<file path="src/rtl/control_pkg.sv">
// control_pkg
// Shared definitions for the Control Unit sequencer and its helpers.
//   state_t      : sequencer state encoding (IDLE, FETCH, DECODE, START, RUN, TRAP)
//   MAX_FSM      : number of class masks defined here; N_FSM must not exceed it
//   FSM_MASK[i]  : 32-bit one-hot class-code mask claimed by instruction-class FSM i
//   TRAP_*       : trap cause codes reported on trap_cause
//   mask_hit()   : true when a class code falls inside FSM i's mask
package control_pkg;

    typedef enum logic [2:0] {
        IDLE   = 3'b000,
        FETCH  = 3'b001,
        DECODE = 3'b010,
        START  = 3'b011,
        RUN    = 3'b100,
        TRAP   = 3'b111
    } state_t;

    localparam int MAX_FSM = 8;

    // Index 0 is the ALU class and holds code[12]. Code bits that appear in
    // no mask (2, 3, 13-15, 28-31) are illegal class codes.
    localparam logic [31:0] FSM_MASK [MAX_FSM] = '{
        32'h0000_1003,   // 0: ALU
        32'h0000_00F0,   // 1: load/store
        32'h0000_0F00,   // 2: branch/jump
        32'h00FF_0000,   // 3: system
        32'h0100_0000,   // 4: spare
        32'h0200_0000,   // 5: spare
        32'h0400_0000,   // 6: spare
        32'h0800_0000    // 7: spare
    };

    localparam logic [1:0] TRAP_NONE    = 2'b00;
    localparam logic [1:0] TRAP_ILLEGAL = 2'b01;
    localparam logic [1:0] TRAP_TIMEOUT = 2'b10;

    function automatic logic mask_hit(input logic [31:0] code, input int idx);
        return |(code & FSM_MASK[idx]);
    endfunction

endpackage

</file>
<file path="src/rtl/fsm_select.sv">
// fsm_select
// Combinational priority encoder from a one-hot class code to the one-hot
// FSM selection. The lowest-index FSM whose mask overlaps the code wins.
// Ports:
//   code  in  32     class code from the opdecoder
//   sel   out N_FSM  one-hot selection (all zero when nothing matches)
//   match out 1      at least one mask matched
module fsm_select
    import control_pkg::*;
#(
    parameter int N_FSM = 4
) (
    input  logic [31:0]      code,
    output logic [N_FSM-1:0] sel,
    output logic             match
);

    // Walk from index 0 upward and stop claiming once a hit is found, so
    // overlapping masks resolve to the highest-priority (lowest) index.
    always_comb begin
        sel   = '0;
        match = 1'b0;
        for (int i = 0; i < N_FSM; i++) begin
            if (!match && mask_hit(code, i)) begin
                sel[i] = 1'b1;
                match  = 1'b1;
            end
        end
    end

endmodule

</file>
<file path="src/rtl/fsm_dispatch.sv">
// fsm_dispatch
// Top-level Control Unit sequencer: fetches an instruction, hands it to one
// instruction-class FSM, forwards that FSM's control word while it runs,
// counts retired instructions and traps on illegal codes or a stuck FSM.
// Ports:
//   clk, rst_n   clock and asynchronous active-low reset
//   run          processor enable (level)
//   code         one-hot class code, stable during DECODE
//   done_i       per-FSM done pulses (only the selected one is honoured in RUN)
//   ctrl_i       per-FSM control words, FSM i at [i*CTRL_W +: CTRL_W]
//   trap_clr     acknowledges a trap
//   load_ir      instruction-register load strobe (FETCH)
//   start_o      one-hot start pulse to the selected FSM (START)
//   ctrl_o       forwarded control word (RUN only, else 0)
//   busy         high outside IDLE and TRAP
//   trap         high in TRAP
//   trap_cause   00 none, 01 illegal, 10 timeout
//   instret      retired-instruction counter (wraps)
// TIMEOUT must be in 2..255 and N_FSM must not exceed control_pkg::MAX_FSM.
module fsm_dispatch
    import control_pkg::*;
#(
    parameter int N_FSM   = 4,
    parameter int CTRL_W  = 24,
    parameter int TIMEOUT = 15,
    parameter int CNT_W   = 32
) (
    input  logic                    clk,
    input  logic                    rst_n,
    input  logic                    run,
    input  logic [31:0]             code,
    input  logic [N_FSM-1:0]        done_i,
    input  logic [N_FSM*CTRL_W-1:0] ctrl_i,
    input  logic                    trap_clr,
    output logic                    load_ir,
    output logic [N_FSM-1:0]        start_o,
    output logic [CTRL_W-1:0]       ctrl_o,
    output logic                    busy,
    output logic                    trap,
    output logic [1:0]              trap_cause,
    output logic [CNT_W-1:0]        instret
);

    // The watchdog holds the number of completed RUN cycles; reaching
    // TIMEOUT-1 during a RUN cycle means this is RUN cycle number TIMEOUT.
    localparam logic [7:0] WDOG_LAST = 8'(TIMEOUT - 1);

    state_t             state_q;
    state_t             state_d;
    logic [N_FSM-1:0]   sel_q;
    logic [N_FSM-1:0]   sel_d;
    logic               match;
    logic [7:0]         wdog_q;
    logic [CNT_W-1:0]   instret_q;
    logic [1:0]         cause_q;
    logic               done_sel;
    logic               wdog_hit;
    logic [CTRL_W-1:0]  ctrl_mux;

    fsm_select #(
        .N_FSM (N_FSM)
    ) u_select (
        .code  (code),
        .sel   (sel_d),
        .match (match)
    );

    // Only the selected FSM's done counts; everything else is ignored.
    assign done_sel = |(done_i & sel_q);
    assign wdog_hit = (wdog_q == WDOG_LAST);

    // sel_q is one-hot (or zero), so OR-ing the gated slices is a mux.
    always_comb begin
        ctrl_mux = '0;
        for (int i = 0; i < N_FSM; i++) begin
            if (sel_q[i]) begin
                ctrl_mux = ctrl_mux | ctrl_i[i*CTRL_W +: CTRL_W];
            end
        end
    end

    always_ff @(posedge clk or negedge rst_n) begin
        if (!rst_n) begin
            state_q <= IDLE;
        end else begin
            state_q <= state_d;
        end
    end

    // Next-state and Moore outputs; only ctrl_o looks at an input directly.
    always_comb begin
        state_d = state_q;
        load_ir = 1'b0;
        start_o = '0;
        ctrl_o  = '0;
        busy    = 1'b1;
        trap    = 1'b0;
        case (state_q)
            IDLE: begin
                busy = 1'b0;
                if (run) begin
                    state_d = FETCH;
                end
            end
            FETCH: begin
                load_ir = 1'b1;
                state_d = DECODE;
            end
            DECODE: begin
                state_d = match ? START : TRAP;
            end
            START: begin
                start_o = sel_q;
                state_d = RUN;
            end
            RUN: begin
                ctrl_o = ctrl_mux;
                // done has priority over the watchdog in the same cycle
                if (done_sel) begin
                    state_d = run ? FETCH : IDLE;
                end else if (wdog_hit) begin
                    state_d = TRAP;
                end
            end
            TRAP: begin
                busy = 1'b0;
                trap = 1'b1;
                if (trap_clr) begin
                    state_d = IDLE;
                end
            end
            default: begin
                state_d = IDLE;
            end
        endcase
    end

    // Selection latch, watchdog, retire counter and trap cause.
    always_ff @(posedge clk or negedge rst_n) begin
        if (!rst_n) begin
            sel_q     <= '0;
            wdog_q    <= '0;
            instret_q <= '0;
            cause_q   <= TRAP_NONE;
        end else begin
            case (state_q)
                DECODE: begin
                    if (match) begin
                        sel_q <= sel_d;
                    end else begin
                        sel_q   <= '0;
                        cause_q <= TRAP_ILLEGAL;
                    end
                end
                START: begin
                    wdog_q <= '0;
                end
                RUN: begin
                    if (done_sel) begin
                        instret_q <= instret_q + CNT_W'(1);
                    end else if (wdog_hit) begin
                        cause_q <= TRAP_TIMEOUT;
                    end else begin
                        wdog_q <= wdog_q + 8'd1;
                    end
                end
                TRAP: begin
                    if (trap_clr) begin
                        cause_q <= TRAP_NONE;
                    end
                end
                default: begin
                end
            endcase
        end
    end

    assign trap_cause = cause_q;
    assign instret    = instret_q;

endmodule

</file>
<file path="config.mk">
export PLATFORM = sky130hd
export DESIGN_NAME = fsm_dispatch
export DESIGN_NICKNAME = d
export VERILOG_FILES = /design/src/rtl/control_pkg.sv /design/src/rtl/fsm_select.sv /design/src/rtl/fsm_dispatch.sv
export SDC_FILE = /design/constraint.sdc
export NUM_CORES = 1
export LEC_CHECK = 0
export CAP_MARGIN = 10
export CORE_ASPECT_RATIO = 1.5
export CORE_MARGIN = 2
export CORE_UTILIZATION = 40
export DETAILED_ROUTE_END_ITERATION = 16
export GPL_TIMING_DRIVEN = 0
export PLACE_DENSITY_LB_ADDON = 0.08
export RECOVER_POWER = 100
export SLEW_MARGIN = 20
export SYNTH_ARGS = -nofsm -noshare
export SYNTH_HDL_FRONTEND = slang
export SYNTH_HIERARCHICAL = 1
export SYNTH_SLANG_ARGS = --single-unit
</file>
<file path="constraint.sdc">
create_clock -name clk -period 5.4 [get_ports clk]
set_input_delay 1.35 -clock clk [delete_from_list [all_inputs] [get_ports clk]]
set_output_delay 1.35 -clock clk [all_outputs]
set_load 0.05 [all_outputs]
</file>
==> results <==
- The run finished, with violations left.
- The checks that failed: max-capacitance violations.
- The synthesized-area fraction occupied by and/or/nand/nor cells is 22.52%.
- Before antenna repair, the detailed router went through 5 iterations.
- The portion of total power attributed to combinational logic is 49.1%.
- The congestion estimate from routability-driven global placement came to 0.9264.
- For the pin with the worst max-slew slack, the measured transition is 1.496 ns.
- In the post-synthesis netlist, the biggest area contributors are sky130_fd_sc_hd__dfrtp_1 40%, sky130_fd_sc_hd__a22oi_1 12%, sky130_fd_sc_hd__xnor2_1 8.2%.
- The number of fillers in the final layout is 612.
- The number of cells on the worst reg-to-reg path is 6.
- The die is 75.89 um wide.
- The number of non-filler instances in the completed layout is 638.
- Setup violations remaining at the end of the flow were counted as 0.
- The synthesized design devotes to its leading area cell type 39.55% of total area.
- The tree is rooted in a sky130_fd_sc_hd__clkbuf_16.
- The share of post-route cells with drive strength above 1 is 2.991%.
- Synthesis instantiated 46 different standard cells from the library.
- For this design the static power due to leakage is 2.141 nW.
- The finished cells cover 5216 um2.
- A synthesized cell averages 9.092 um2.
- The die covers 8486 um2.
- Dividing the detail-routed wire length by the instance count gives 17.82 um.
- The worst-case IR drop observed on VDD is 0.2825 mV.
- The fraction of synthesized cell area in xor and xnor cells is 8.757%.
- The post-layout minimum cycle time is 4.460 ns.
- The clock sink total is 49.
- The setup fix buffers added after clock tree synthesis is 0.
- Counting flops and latches in the post-synthesis netlist gives 49.
- The worst hold-check path type is register to register.
- The dominant synthesized flop cell is sky130_fd_sc_hd__dfrtp_1.
- The later pin in the worst-skew pair is clocked with a latency of 0.29 ns.
- The clock arrives with 0.003834 ns of skew.
- The CTS tree is built.
- The slowest stage of the critical path belongs to the cell sky130_fd_sc_hd__dlygate4sd3_1.
- The die boundary height is 111.8 um.
- The area of the mapped netlist is 3100 um2.
- The clock network fraction of design power is 20.4%.
- STA classifies the critical path startpoint as an input port.
- The share of cell area taken by muxes after synthesis is 0.6860%.
- The arrival time of data at the critical path endpoint is 3.11 ns.
- The end point of the worst hold path is instret[31].
- The achievable clock frequency is 224.2 MHz.
- Registers are responsible for 30.5% of the overall power.
- Once placement finished, the instance area stood at 5115 um2.
- After synthesis, the most frequently instantiated cells are 50 x sky130_fd_sc_hd__a22oi_1, 49 x sky130_fd_sc_hd__dfrtp_1, 29 x sky130_fd_sc_hd__xnor2_1.
- The critical path is of the input port to output pin type.
- The startpoint identified for the worst register-to-register timing path is sel_q[0].
- The floorplan has 39 rows.
- The endpoint of the worst register-to-register path is instret[19].
- Summing the areas of all fa, ha and maj instances in the mapped netlist gives 1.211% of the synthesized area.
- Of all nets on the critical path, the largest fanout is 1.
- For this run, the total global-route usage over all layers was measured as 25.92%.
- In this run, synthesis inferred 0 flip-flops with an integrated enable.
- The starting density of the core is 40.99%.
- In this run, placement finished with an instance count of 631.
- The total of warnings raised by yosys is 6.
- For the worst setup path, the data required time is 4.05 ns.
- The number of global-route vias before repair is 3556.
- The number of nets in the synthesized netlist is 480.
- The HPWL reported at the end of detailed placement is 8.818 mm.
- STA classifies the critical path endpoint as an output pin.
- Setup repair after global routing left no endpoint under its margin.
- The count of routing violations after the opening detailed-route iteration is 133.
- The placeable core area is 7564 um2.
- The first global-routing pass estimated 17.07 mm of wire.
- Entering global routing, the biggest net connects 30 pins.
- The delay of the slowest cell on the worst path is 0.93 ns.
- The clock transition at the registers of the reported paths is 0.06 ns.
- For this design the ratio of total power to cell area is 276.4 nW/um2.
- The aggregate routed wire length is 11.37 mm.
- The net count of the finished layout is 675.
- The number of instances resized during post-cts repair is 0.
- Once detail routing completed, the nets flagged for antenna violations numbered 0.
- Across all register-to-register paths, the minimum setup slack is 2.78 ns.
- The remaining global-route overflow is 0.
- The CTS H-tree depth is 2.
- Along the worst hold path, the cell count comes to 1.
- The post-synthesis cell count is 341.
- The number of max-slew violations in the final report was 0.
- The part of the cycle the worst path needs is 82.58%.
- In this run the tightest slew margin relative to its limit is 0.2736%.
- The most used standard cell by instance count after synthesis is sky130_fd_sc_hd__a22oi_1.
- The async set or reset register ratio after synthesis is 100.0%.
- The number of design rule violations left after detail routing is 0.
- The share of the Yosys chip area taken by registers is 39.55%.
- The sum of internal, switching and leakage power is 1.442 mW.
- For this design, the CTS-stage hold fixing added 0 buffers.
- The area growth from synthesis to layout is 68.24%.
- In this run the most critical hold path is launched from instret[31].
- sky130_fd_sc_hd__dfrtp_1 takes more of the synthesized area than any other cell.
- In the routed layout, each cell is associated on average with a via count of 5.547.
- The critical path goes through clkdlybuf4s50_1 -> a22oi_1 -> a21oi_1 -> dlygate4sd3_1.
- The internal power of the cells totals 0.8408 mW.
- The combinational family with the most area after synthesis is compound AO/OA/AOI/OAI gates.
- Of the total power, the share spent switching nets is 41.68%.
- Buffers placed on the I/O ports in this run total 187.
- The clock passes through at most 2 buffers.
- The overall via count from detail_route is 3539.
- The startpoint of the most critical setup path is ctrl_i[14].
- The number of antenna violations at the first check in global routing is 1.
- The number of buffers created by CTS is 5.
- The I/O pin count is 201.
- In this run the power spent charging and discharging nets is 0.6009 mW.
- Summed over all failing endpoints, the final setup total negative slack is 0 ns.
- The share of the synthesized area in compound gates (AO/OA/AOI/OAI) is 22.80%.
- The reported max-cap violation count is 1.
- The number of hold-slack violations in the final timing report is 0.
[cells by family after synthesis]
family / after synthesis
flops: 49
simple gates: 121
xor+xnor: 31
fa+ha+maj: 3
buf+inv: 31
mux: 2
compound gates: 104
[registers in the layout, summed over array words and instances (netlist names)]
register	flops
instret	32
sel_q	4
state_q	3
trap_cause	2
wdog_q	8
[metal layers]
metal	up-vias	wire length (um)	global-route usage [%]
met4	0	324	10.99
met5	-	0	0
met1	1654	4087	28.16
met2	179	5679	45.00
met3	21	1275	7.511
li1	1685	-	-
[worst max path at each step]
stage | to | slack [ns] | depth (start not counted)
3_3_place_gp | ctrl_o[3] | 0.98 | 4
5_1_grt | ctrl_o[3] | 0.86 | 4
4_1_cts | ctrl_o[3] | 0.98 | 4
2_1_floorplan | ctrl_o[10] | 1.83 | 2
3_5_place_dp | ctrl_o[3] | 1.0 | 4
6_report | ctrl_o[14] | 0.94 | 4
[critical path, delay by kind of cell]
family / cells / cell delay [ns]
buf+inv: 2 / 1.40
compound gates: 2 / 0.35
[area by class of cell]
type,instances,area [um2],area share (%)
Timing Repair Buffer,188,1869,35.84
Antenna cell,1,2.502,0.04797
Multi-Input combinational cell,261,1725,33.08
Inverter,5,18.77,0.3598
Clock inverter,1,5.005,0.09595
Buffer,26,116.4,2.231
Sequential cell,49,1226,23.51
Tap cell,102,127.6,2.447
Clock buffer,5,125.1,2.399
[placed cells by master, fill, tap and decap left out, types with 3 or more instances in the layout]
cell	n
sky130_fd_sc_hd__o31ai_1	3
sky130_fd_sc_hd__and3_1	11
sky130_fd_sc_hd__o211ai_1	4
sky130_fd_sc_hd__nand4_1	20
sky130_fd_sc_hd__clkdlybuf4s50_1	119
sky130_fd_sc_hd__nor2_1	10
sky130_fd_sc_hd__or4_1	3
sky130_fd_sc_hd__clkbuf_16	5
sky130_fd_sc_hd__nand3_1	20
sky130_fd_sc_hd__a211oi_1	3
sky130_fd_sc_hd__nor3_1	8
sky130_fd_sc_hd__nand2b_1	4
sky130_fd_sc_hd__o21ai_0	9
sky130_fd_sc_hd__nor4_1	3
sky130_fd_sc_hd__inv_1	5
sky130_fd_sc_hd__a22oi_1	50
sky130_fd_sc_hd__a21oi_1	28
sky130_fd_sc_hd__dlygate4sd3_1	67
sky130_fd_sc_hd__xnor2_1	29
sky130_fd_sc_hd__dfrtp_1	49
sky130_fd_sc_hd__nand2_1	21
sky130_fd_sc_hd__and4_1	5
sky130_fd_sc_hd__and2_1	4
sky130_fd_sc_hd__ha_1	3
sky130_fd_sc_hd__clkbuf_1	25
[power by group through the flow]
stage          Combinational [mW]  Clock [mW]  Sequential (mW)
3_3_place_gp                0.719           0            0.444
2_1_floorplan               0.397           0            0.490
4_1_cts                     0.733       0.303            0.440
5_1_grt                     0.765       0.313            0.445
3_5_place_dp                0.726           0            0.447
6_report                    0.709       0.294            0.439
[stage by stage]
step           setup WS [ns]  utilization (%)  hold slack, ns
2_1_floorplan          1.826                -          0.4690
3_3_place_gp          0.9822            67.43          0.4664
3_5_place_dp          0.9970            67.63          0.4654
4_1_cts               0.9784            69.35          0.4814
5_1_grt               0.8561            68.97          0.5021
6_report              0.9405            68.97          0.4729
Note: power is estimated with default switching activity, not from simulation.
